File: config.mk
export PLATFORM = sky130hd
export DESIGN_NAME = hex_display_ctrl
export DESIGN_NICKNAME = d
export VERILOG_FILES = /design/src/rtl/hex_display_pkg.sv /design/src/rtl/hex_blink_timer.sv /design/src/rtl/hex_display_ctrl.sv
export SDC_FILE = /design/constraint.sdc
export NUM_CORES = 1
export LEC_CHECK = 0
export BUFFER_PORTS_ARGS = -buffer_cell sky130_fd_sc_hd__buf_2
export CORE_MARGIN = 2
export CORE_UTILIZATION = 57
export DETAILED_ROUTE_END_ITERATION = 16
export PLACE_DENSITY = 0.78
export SYNTH_ARGS = -nofsm -noshare
export SYNTH_HDL_FRONTEND = slang
export SYNTH_SLANG_ARGS = --single-unit
File: constraint.sdc
create_clock -name clk -period 3.35 [get_ports clk]
set_input_delay 0.67 -clock clk [delete_from_list [all_inputs] [get_ports clk]]
set_output_delay 0.67 -clock clk [all_outputs]
set_load 0.1 [all_outputs]
File: src/rtl/hex_display_pkg.sv
// Shared constants, blink-timer state type and hex glyph table for the
// seven-segment display controller.
package hex_display_pkg;

  localparam logic [3:0] ADDR_CTRL   = 4'd8;
  localparam logic [3:0] ADDR_BLANK  = 4'd9;
  localparam logic [3:0] ADDR_BLINK  = 4'd10;
  localparam logic [3:0] ADDR_PACKED = 4'd11;
  localparam logic [3:0] ADDR_STATUS = 4'd12;

  localparam int unsigned CTRL_DECODE = 0;
  localparam int unsigned CTRL_BLINK  = 1;
  localparam int unsigned CTRL_GBLANK = 2;

  typedef enum logic [0:0] {StIdle, StRun} blink_state_e;

  // Segment a..g on bits 0..6, active-high.
  function automatic logic [6:0] hex_font(input logic [3:0] nib);
    logic [6:0] seg;
    case (nib)
      4'h0:    seg = 7'h3F;
      4'h1:    seg = 7'h06;
      4'h2:    seg = 7'h5B;
      4'h3:    seg = 7'h4F;
      4'h4:    seg = 7'h66;
      4'h5:    seg = 7'h6D;
      4'h6:    seg = 7'h7D;
      4'h7:    seg = 7'h07;
      4'h8:    seg = 7'h7F;
      4'h9:    seg = 7'h6F;
      4'hA:    seg = 7'h77;
      4'hB:    seg = 7'h7C;
      4'hC:    seg = 7'h39;
      4'hD:    seg = 7'h5E;
      4'hE:    seg = 7'h79;
      default: seg = 7'h71;
    endcase
    return seg;
  endfunction

endpackage

File: src/rtl/hex_blink_timer.sv
// Blink half-period timer: counts while enabled and toggles phase on each wrap.
module hex_blink_timer
  import hex_display_pkg::*;
#(
  parameter int unsigned BLINK_DIV = 25_000_000
) (
  input  logic clk,
  input  logic reset,
  input  logic enable,
  output logic phase
);

  localparam int unsigned CntW = $clog2(BLINK_DIV);

  blink_state_e    state_q, state_d;
  logic [CntW-1:0] cnt_q, cnt_d;
  logic            phase_q, phase_d;

  always_ff @(posedge clk) begin
    if (reset) begin
      state_q <= StIdle;
      cnt_q   <= '0;
      phase_q <= 1'b0;
    end else begin
      state_q <= state_d;
      cnt_q   <= cnt_d;
      phase_q <= phase_d;
    end
  end

  always_comb begin
    state_d = state_q;
    cnt_d   = cnt_q;
    phase_d = phase_q;
    case (state_q)
      StIdle: begin
        cnt_d   = '0;
        phase_d = 1'b0;
        if (enable) state_d = StRun;
      end
      StRun: begin
        // A disable always wins over a coincident wrap.
        if (!enable) begin
          state_d = StIdle;
          cnt_d   = '0;
          phase_d = 1'b0;
        end else if (cnt_q == CntW'(BLINK_DIV - 1)) begin
          cnt_d   = '0;
          phase_d = ~phase_q;
        end else begin
          cnt_d = cnt_q + CntW'(1);
        end
      end
      default: begin
        state_d = StIdle;
        cnt_d   = '0;
        phase_d = 1'b0;
      end
    endcase
  end

  assign phase = phase_q;

endmodule

File: src/rtl/hex_display_ctrl.sv
// Avalon-MM seven-segment bank controller: register file, read mux, blanking
// and registered segment outputs.
module hex_display_ctrl
  import hex_display_pkg::*;
#(
  parameter int unsigned NUM_DIGITS     = 4,
  parameter bit          SEG_ACTIVE_LOW = 1'b1,
  parameter int unsigned BLINK_DIV      = 25_000_000
) (
  input  logic                    clk,
  input  logic                    reset,
  input  logic                    chipselect,
  input  logic [3:0]              address,
  input  logic                    write_n,
  input  logic [31:0]             writedata,
  output logic [31:0]             readdata,
  output logic [7*NUM_DIGITS-1:0] hex_out
);

  logic [6:0]              digit_q [NUM_DIGITS];
  logic [6:0]              digit_d [NUM_DIGITS];
  logic [2:0]              ctrl_q, ctrl_d;
  logic [NUM_DIGITS-1:0]   blank_q, blank_d;
  logic [NUM_DIGITS-1:0]   blink_q, blink_d;
  logic [7*NUM_DIGITS-1:0] hex_q, hex_d;
  logic                    phase;
  logic                    wr_en;
  logic                    unused_wdata;

  assign wr_en        = chipselect & ~write_n;
  assign unused_wdata = ^writedata;

  always_comb begin
    digit_d = digit_q;
    ctrl_d  = ctrl_q;
    blank_d = blank_q;
    blink_d = blink_q;
    if (wr_en) begin
      for (int i = 0; i < NUM_DIGITS; i++) begin
        if (address == 4'(i)) digit_d[i] = writedata[6:0];
      end
      case (address)
        ADDR_CTRL:   ctrl_d  = writedata[2:0];
        ADDR_BLANK:  blank_d = writedata[NUM_DIGITS-1:0];
        ADDR_BLINK:  blink_d = writedata[NUM_DIGITS-1:0];
        ADDR_PACKED: begin
          for (int i = 0; i < NUM_DIGITS; i++) digit_d[i] = {3'b000, writedata[4*i +: 4]};
        end
        default: ;
      endcase
    end
  end

  always_ff @(posedge clk) begin
    if (reset) begin
      for (int i = 0; i < NUM_DIGITS; i++) digit_q[i] <= '0;
      ctrl_q  <= '0;
      blank_q <= '0;
      blink_q <= '0;
      hex_q   <= {(7*NUM_DIGITS){SEG_ACTIVE_LOW}};
    end else begin
      digit_q <= digit_d;
      ctrl_q  <= ctrl_d;
      blank_q <= blank_d;
      blink_q <= blink_d;
      hex_q   <= hex_d;
    end
  end

  // Fed with the next-state enable so that a clear lands on its write edge.
  hex_blink_timer #(
    .BLINK_DIV (BLINK_DIV)
  ) u_blink_timer (
    .clk    (clk),
    .reset  (reset),
    .enable (ctrl_d[CTRL_BLINK]),
    .phase  (phase)
  );

  always_comb begin
    hex_d = '0;
    for (int i = 0; i < NUM_DIGITS; i++) begin
      hex_d[7*i +: 7] =
          ((ctrl_q[CTRL_GBLANK] | blank_q[i] | (ctrl_q[CTRL_BLINK] & blink_q[i] & phase))
              ? 7'h00
              : (ctrl_q[CTRL_DECODE] ? hex_font(digit_q[i][3:0]) : digit_q[i]))
          ^ {7{SEG_ACTIVE_LOW}};
    end
  end

  assign hex_out = hex_q;

  always_comb begin
    readdata = '0;
    if (chipselect) begin
      for (int i = 0; i < NUM_DIGITS; i++) begin
        if (address == 4'(i)) readdata = {25'b0, digit_q[i]};
      end
      case (address)
        ADDR_CTRL:   readdata[2:0]            = ctrl_q;
        ADDR_BLANK:  readdata[NUM_DIGITS-1:0] = blank_q;
        ADDR_BLINK:  readdata[NUM_DIGITS-1:0] = blink_q;
        ADDR_STATUS: readdata[0]              = phase;
        default: ;
      endcase
    end
  end

endmodule

==> results of run 1 <==
==> logic make-up after synthesis <==
group	share of synthesized area, %
compound gates	9.59
xor+xnor	3.71
fa+ha+maj	5.92
buf+inv	7.32
flops	39.5
mux	16.0
other cells	0.0611
simple gates	18.0
==> power groups by stage <==
stage          combinational [mW]  sequential [mW]  clock [mW]
3_3_place_gp                0.343             1.50           0
3_5_place_dp                0.349             1.51           0
4_1_cts                     0.352             1.47        1.93
6_report                    0.356             1.47        1.91
2_1_floorplan               0.279             1.53           0
5_1_grt                     0.374             1.48        2.00
==> critical path, cell delays in order <==
cell	delay (ps)
sky130_fd_sc_hd__buf_2	370
sky130_fd_sc_hd__nor2b_1	380
sky130_fd_sc_hd__nand3b_1	130
sky130_fd_sc_hd__o21ai_0	170
sky130_fd_sc_hd__a22oi_1	200
sky130_fd_sc_hd__nor2b_2	160
sky130_fd_sc_hd__buf_2	440
==> layer usage <==
| layer | vias up | wire, um | part of all wire (%) |
|---|---|---|---|
| met1 | 2309 | 6100 | 42 |
| met3 | 42 | 1060 | 7.3 |
| met2 | 193 | 6990 | 48 |
| met5 | - | 0 | 0 |
| li1 | 2348 | - | - |
| met4 | 0 | 405 | 2.8 |
==> through the flow <==
stage	power (mW)	setup slack [ps]	area, um2	hold WS (ps)	setup TNS [ps]
after floorplan	1.81	-275	6250	442	-293
after global placement	1.85	311	6490	462	0
after detailed placement	1.85	237	6490	475	0
after CTS	3.76	218	7120	439	0
after global routing	3.85	70.1	7120	464	0
final	3.75	149	7120	453	0
==> synthesized netlist by cell type, types with 3 or more instances <==
library cell and instances:
sky130_fd_sc_hd__ha_1 29, sky130_fd_sc_hd__mux2_2 33, sky130_fd_sc_hd__xnor2_1 13, sky130_fd_sc_hd__a311oi_1 16, sky130_fd_sc_hd__or3_1 3, sky130_fd_sc_hd__or2_2 6
sky130_fd_sc_hd__nand3_1 14, sky130_fd_sc_hd__a31oi_1 3, sky130_fd_sc_hd__and2_1 7, sky130_fd_sc_hd__nor4_1 3, sky130_fd_sc_hd__nor3b_1 5, sky130_fd_sc_hd__a22oi_1 7
sky130_fd_sc_hd__buf_2 8, sky130_fd_sc_hd__buf_4 32, sky130_fd_sc_hd__a22o_1 3, sky130_fd_sc_hd__buf_1 3, sky130_fd_sc_hd__inv_1 26, sky130_fd_sc_hd__xor2_1 13
sky130_fd_sc_hd__clkbuf_1 10, sky130_fd_sc_hd__and3_1 4, sky130_fd_sc_hd__nand2_1 63, sky130_fd_sc_hd__nor2_1 83, sky130_fd_sc_hd__mux2i_1 39, sky130_fd_sc_hd__a21oi_1 24
sky130_fd_sc_hd__o21ai_0 14, sky130_fd_sc_hd__dfxtp_1 121, sky130_fd_sc_hd__nor2b_1 10, sky130_fd_sc_hd__nor3_1 8, sky130_fd_sc_hd__mux4_2 8, sky130_fd_sc_hd__nand4_1 6
==> worst max-delay path by stage <==
stage,startpoint,to,depth (start not counted)
global route,address[0],readdata[0],7
floorplan,address[0],readdata[3],5
finish,address[0],readdata[0],7
global placement,address[0],flop,9
detailed placement,address[0],flop,10
CTS,address[0],readdata[0],7
==> layout make-up <==
class                      instances  area (um2)  area share, %
multi-input combinational        475        3380           47.5
sequential                       121        2420           34.0
clock buffer                      22         463           6.50
timing repair buffer              75         418           5.87
tap                              136         170           2.39
clock inverter                    10         166           2.34
inverter                          26        97.6           1.37
==> results.txt, run 1 <==
In this run the register-to-register setup slack is 1030 ps. The number of synthesized flops with an enable pin is 0. The async set-reset flop share out of synthesis came out at 0%. The maximum root-to-sink buffer count came out at 2. On the final layout, the worst clock skew is 7.89 ps. The via count of the first global-routing pass came to 4724. The die is 108 um tall. Per report_power, the clock group accounts for 51.1% of the total. The number of setup buffers added after CTS came out at 0.

The area of the core is 10400 um2. The worst hold path begins at writedata[5]. The met2 layer usage reported by global route is 43.4%. The post-route clock period utilization is 95.6%. The number of synthesized register bits is 121.

The x dimension of the die came out at 108 um. The max-cap violation count is 0. The worst hold path belongs to the class input pin to flop. The flow ran to the end, and the final reports show no timing, DRC or antenna violations. Of all cell types, the one taking the most synthesized area is sky130_fd_sc_hd__dfxtp_1.

The final max-slew violation count came to 0. The met1 routing resource usage after global routing is 31.9%. STA classifies the critical path endpoint as an output pin. The root cell of the clock tree is sky130_fd_sc_hd__clkbuf_8. The distinct cell type count after synthesis came out at 59. The total number of H-tree levels is 4. The worst-case IR drop observed on VDD is 0.317 mV. The top-area cell type share of the netlist area is 39.5%.

The area enclosed by the die boundary came out at 11600 um2. The count of port buffers added during placement is 58. The clock tree from TritonCTS is yes. In the final routed layout, each cell accounts on average for 16.8 um. After global routing the overflow that remains totals 0. The internal power is 2.81 mW.

The initial antenna violation count is 0. The critical path is of the input pin to output pin type. Per report_power, the sequential group accounts for 39.4% of the total. The core utilization of the finished layout came out at 68.6%. In this run, the combinational gates consume 9.5% of the power.

The initial cell density of the core came out at 59.1%. The number of I/O pins is 100. The switching fraction of total power is 24.9%.

The floorplan has 37 rows. The required time reported for the critical path endpoint came out at 2680 ps. The global-route wire length before repair came out at 23100 um. The post-route non-filler standard cell count is 865. The switching power came out at 0.934 mW. Setup repair after global routing left no endpoint under its margin. CTS saw 121 sinks. Ranked by total cell area, the synthesized netlist is headed by sky130_fd_sc_hd__dfxtp_1 (39%), sky130_fd_sc_hd__mux2i_1 (6.4%), sky130_fd_sc_hd__mux2_2 (6.1%), sky130_fd_sc_hd__ha_1 (5.9%), sky130_fd_sc_hd__nor2_1 (5.1%).

The register area share after synthesis is 39.5%. The number of hold violations in the final report came to 0. The endpoint identified for the worst register-to-register timing path is u_blink_timer.cnt_q[24]$_SDFF_PP0_. At the pin with the least slew margin, the transition time is 931 ps.

For hold timing, the worst endpoint is digit_q[15]$_SDFFE_PP0N_. Derived from the worst setup path, the maximum achievable clock frequency is 0.312 GHz. The routed layout has 4892 vias. The routed wire length is 14600 um.

The routability congestion estimate came out at 0.883. The power density over cell area came out at 526 nW/um2. In this run the tightest slew margin relative to its limit is 37.4%. The quantity of gates resized following cts is 0. The total number of yosys warnings came out at 0. In this run the critical register-to-register path is launched from u_blink_timer.cnt_q[0]$_SDFF_PP0_. The total DRC errors in the routed layout is 0. The arrival time at the worst endpoint is 2530 ps. Synthesis produced a netlist whose cell count is 653.

The share of final-layout standard cells stronger than drive strength 1 is 23.6%. The routed design could run at a clock period as short as 3200 ps. The hold buffer count at CTS came out at 0. The number of vias per cell came out at 5.66. The most common cell after layout, fill and taps aside is sky130_fd_sc_hd__dfxtp_1. The first detailed-routing pass took 6 iterations. The pin count of the biggest net entering global routing is 31. The total standard cell area after synthesis came out at 6130 um2. The placed cell count is 833.

The mean post-synth cell area is 9.39 um2. The clock edge transition at the registers on the reported setup and hold paths is 60 ps. The clock buffer count from CTS came out at 17. From synthesis to final layout, the design area changed by 16.0%. The number of nets in the layout is 785. The number of cell instances on the worst register-to-register path came out at 7. The layout filler cell count is 793. The diode insertion count for antenna repair came out at 0. The hold-critical path depth came out at 3. The met3 layer usage reported by global route is 6.60%. The number of setup violations in the final report is 0. The all-layer global routing usage came out at 26.0%.

STA classifies the critical path startpoint as an input pin. After global routing, the most crowded layer is met2. The later-pin clock latency in the skew report came out at 530 ps. The most used flip-flop cell after synthesis is sky130_fd_sc_hd__dfxtp_1. In the layout the commonest cells are sky130_fd_sc_hd__dfxtp_1 (121), sky130_fd_sc_hd__nor2_1 (81), sky130_fd_sc_hd__nand2_1 (63). The count of nets left with antenna violations once routing finished came out at 0. The maximum fanout count along the critical path is 20.

The post-DP HPWL is 10200 um. The leakage power total is 2.89 nW. The DRC marker count from the first detailed-route iteration came out at 263.
Power figures use the tool's default switching activity.
==> run 2, diff against run 1 <==
--- a/config.mk
+++ b/config.mk
@@ -5,11 +5,13 @@
 export SDC_FILE = /design/constraint.sdc
 export NUM_CORES = 1
 export LEC_CHECK = 0
+export ABC_AREA = 1
 export BUFFER_PORTS_ARGS = -buffer_cell sky130_fd_sc_hd__buf_2
-export CORE_MARGIN = 2
+export CORE_MARGIN = 5
 export CORE_UTILIZATION = 57
 export DETAILED_ROUTE_END_ITERATION = 16
 export PLACE_DENSITY = 0.78
+export RECOVER_POWER = 50
 export SYNTH_ARGS = -nofsm -noshare
 export SYNTH_HDL_FRONTEND = slang
 export SYNTH_SLANG_ARGS = --single-unit
==> run 2 against run 1 <==
Against the previous run: sequential share of layout area shrank 0.81 points; design area increased by 2.4%; total power is 0.17% lower; synthesized area up 4.8%; synthesized cell count increased by 33%; combinational power grew 19%; highest routed layer unchanged.
==> results.txt, run 2 <==
The worst min-delay path category is flop to flop. The largest clock skew in the final design came out at 6.82 ps. The worst-case setup margin in the final layout came out at 273 ps. STA classifies the critical path startpoint as an input pin. The required time reported for the critical path endpoint is 3660 ps. For the worst-skew pair, the clock arrives at the later sink with an insertion delay of 420 ps.

The total number of yosys warnings came out at 0. Setup repair after global routing left no endpoint under its margin. In this run the critical register-to-register path is launched from digit_q[0]$_SDFFE_PP0N_. The standard-cell row count came out at 38. The global route total overflow came out at 0. The switching fraction of total power came out at 27.0%.

Combinational cells account for 11.4% of the total power. In this run, CTS created clock tree buffers numbering 17. The longest clock path from root to sink contains 2 buffers. The commonest cells after synthesis are sky130_fd_sc_hd__nand2_1 (197), sky130_fd_sc_hd__dfxtp_1 (121), sky130_fd_sc_hd__inv_1 (110), sky130_fd_sc_hd__nand3_1 (63), sky130_fd_sc_hd__nor2_1 (57).

In the layout the commonest cells are sky130_fd_sc_hd__nand2_1 (200), sky130_fd_sc_hd__dfxtp_1 (121), sky130_fd_sc_hd__inv_1 (112). By startpoint and endpoint, the worst setup path is classified as input pin to flop. The total DRC errors in the routed layout came out at 0. In this run the remaining antenna-violating nets after routing total 0.

The number of I/O pins came out at 100. Of the cells placed in the final design, the portion with a size suffix greater than 1 is 12.6%. The total clock sinks came out at 121. The multi-input combinational cells in the finished layout cover a total of 3280 um2. The worst setup timing slack at the placement stage is 373 ps. The number of hold violations in the final report was 0.

The most common cell in the synthesized netlist is sky130_fd_sc_hd__nand2_1. The area occupied by registers came out at 2420 um2. The pin count of the biggest net entering global routing is 53. The tightest hold margin is 421 ps.

Dividing the detail-routed wire length by the instance count gives 14.5 um. The number of detailed-routing iterations run before antenna repair is 6. The final max-slew violation count came out at 0.

For this block, the initial DRC count from the detailed router was 505. In this run the power density over the cells is 513 nW/um2. The cell area after placement came out at 6820 um2. The total number of H-tree levels is 4.

The clock edge transition at the registers on the reported setup and hold paths is 50 ps. The arrival time at the worst endpoint is 3380 ps. Cells fill 66.7% of the core in the end. A synthesized cell averages 7.39 um2. The number of setup buffers added after CTS came out at 0. The die is 116 um tall.

The post-route cell area came out at 7290 um2. Setup total negative slack on the finished layout was measured at 0 ps. The distinct cell type count after synthesis is 47. The transition at the pin with the smallest max-transition slack is 1440 ps.

The area enclosed by the die boundary is 13500 um2. The register area share after synthesis came out at 37.7%. From synthesis to final layout, the design area changed by 13.4%. The number of gates resized after CTS was 0. The number of synthesized flops with an enable pin came out at 0. The maximum fanout count along the critical path came out at 10. The switching power is 1.01 mW. The max-cap violation count came out at 0. The highest attainable clock frequency came out at 0.325 GHz. The number of synthesized register bits came out at 121. Of the total power, the clock network draws 48.9%.

The layout filler cell count came out at 984. The run finished with clean final reports. The count of port buffers added during placement came out at 58. Tracing the worst setup path back leads to its startpoint at chipselect. The HPWL after detailed placement is 11500 um. The area of the core came out at 10900 um2.

The initial cell density of the core is 58.8%. The post-route clock period utilization is 91.8%. In the synthesized netlist the async set-or-reset flop fraction comes to 0%. Power comes to 3.74 mW.

The power share of the sequential group is 39.7%. The number of nets in the layout is 1004. The routability congestion estimate is 0.975. In this run the cell area of the synthesized design comes to 6430 um2. Leaving out fill and tap cells, the most frequent cell in the layout is sky130_fd_sc_hd__nand2_1. The post-route non-filler standard cell count is 1089. In the routed layout, each cell is associated on average with a via count of 5.36. The shortest period the worst path allows came out at 3080 ps. The final layout contains routed wiring with a total length of 15800 um. TritonCTS built the clock tree. Across every metal layer, demand over resource in global routing totals 24.3%. The first global-routing pass estimated 25800 um of wire. The most used flip-flop cell after synthesis is sky130_fd_sc_hd__dfxtp_1. The final route contains 5832 vias. The root cell of the clock tree is sky130_fd_sc_hd__clkbuf_16. Setup violations remaining at the end of the flow were counted as 0. The top-area cell type share of the netlist area is 37.7%. Hold repair after CTS inserted 0 buffers. The x dimension of the die came out at 116 um. The number of standard cells after synthesis came out at 870.

The leakage power total came out at 3.21 nW. The placed cell count is 1056. The initial antenna violation count is 0. The library cell with the largest summed area after synthesis is sky130_fd_sc_hd__dfxtp_1. Across the VDD grid, the largest voltage drop is 0.422 mV. The internal power came out at 2.73 mW.

The via count of the first global-routing pass came out at 5345. STA classifies the critical path endpoint as a flop. Sorting the synthesized cells by area gives the leading types as sky130_fd_sc_hd__dfxtp_1 (38%), sky130_fd_sc_hd__nand2_1 (12%), sky130_fd_sc_hd__inv_1 (6.4%), sky130_fd_sc_hd__ha_1 (5.6%), sky130_fd_sc_hd__nand3_1 (4.9%).

The worst pin sits at a relative slew slack of 3.48%.
## run 2: power groups by stage
stage / clock [mW] / sequential [mW] / combinational (mW)
after CTS: 1.84 / 1.49 / 0.432
after floorplan: 0 / 1.56 / 0.321
final: 1.83 / 1.49 / 0.425
after global routing: 1.92 / 1.49 / 0.453
after global placement: 0 / 1.51 / 0.426
after detailed placement: 0 / 1.52 / 0.430
## run 2: final cells by class
cell class                      instances  share of cell area, %
Multi-Input combinational cell        610                   45.0
Sequential cell                       121                   33.2
Inverter                              119                   6.18
Clock buffer                           19                   6.08
Timing Repair Buffer                   66                   4.96
Tap cell                              140                   2.40
Clock inverter                         13                   2.09
Antenna cell                            1                 0.0343
## run 2: metal layers
layer / track usage, % / up-vias / part of all wire [%]
li1: - / 2933 / -
met3: 5.18 / 42 / 8.1
met5: 0 / - / 0
met1: 32.3 / 2611 / 44
met4: 9.98 / 0 / 2.6
met2: 38.6 / 246 / 45
## run 2: logic make-up after synthesis
| kind of cell | share of synthesized area [%] |
|---|---|
| buf+inv | 11.6 |
| compound gates | 12.3 |
| xor+xnor | 1.36 |
| simple gates | 31.3 |
| other cells | 0.0583 |
| fa+ha+maj | 5.64 |
| flops | 37.7 |
## run 2: final timing paths
check / endpoint / slack, ps / cells past startpoint
setup / recovery: flop / 270 / 9
hold / removal: hex_out[11]$_SDFF_PP1_ / 420 / 1
setup reg to reg: flop / 1520 / 9
hold reg to reg: hex_out[11]$_SDFF_PP1_ / 420 / 1
## run 2: worst max-delay path: stages
cell and delay (ps):
sky130_fd_sc_hd__clkbuf_1 340, sky130_fd_sc_hd__nand2_1 130, sky130_fd_sc_hd__nor3_1 1100, sky130_fd_sc_hd__a21oi_1 390
sky130_fd_sc_hd__inv_1 170, sky130_fd_sc_hd__ha_1 230, sky130_fd_sc_hd__nand3b_1 160, sky130_fd_sc_hd__nand3_1 120
sky130_fd_sc_hd__nand2_1 60
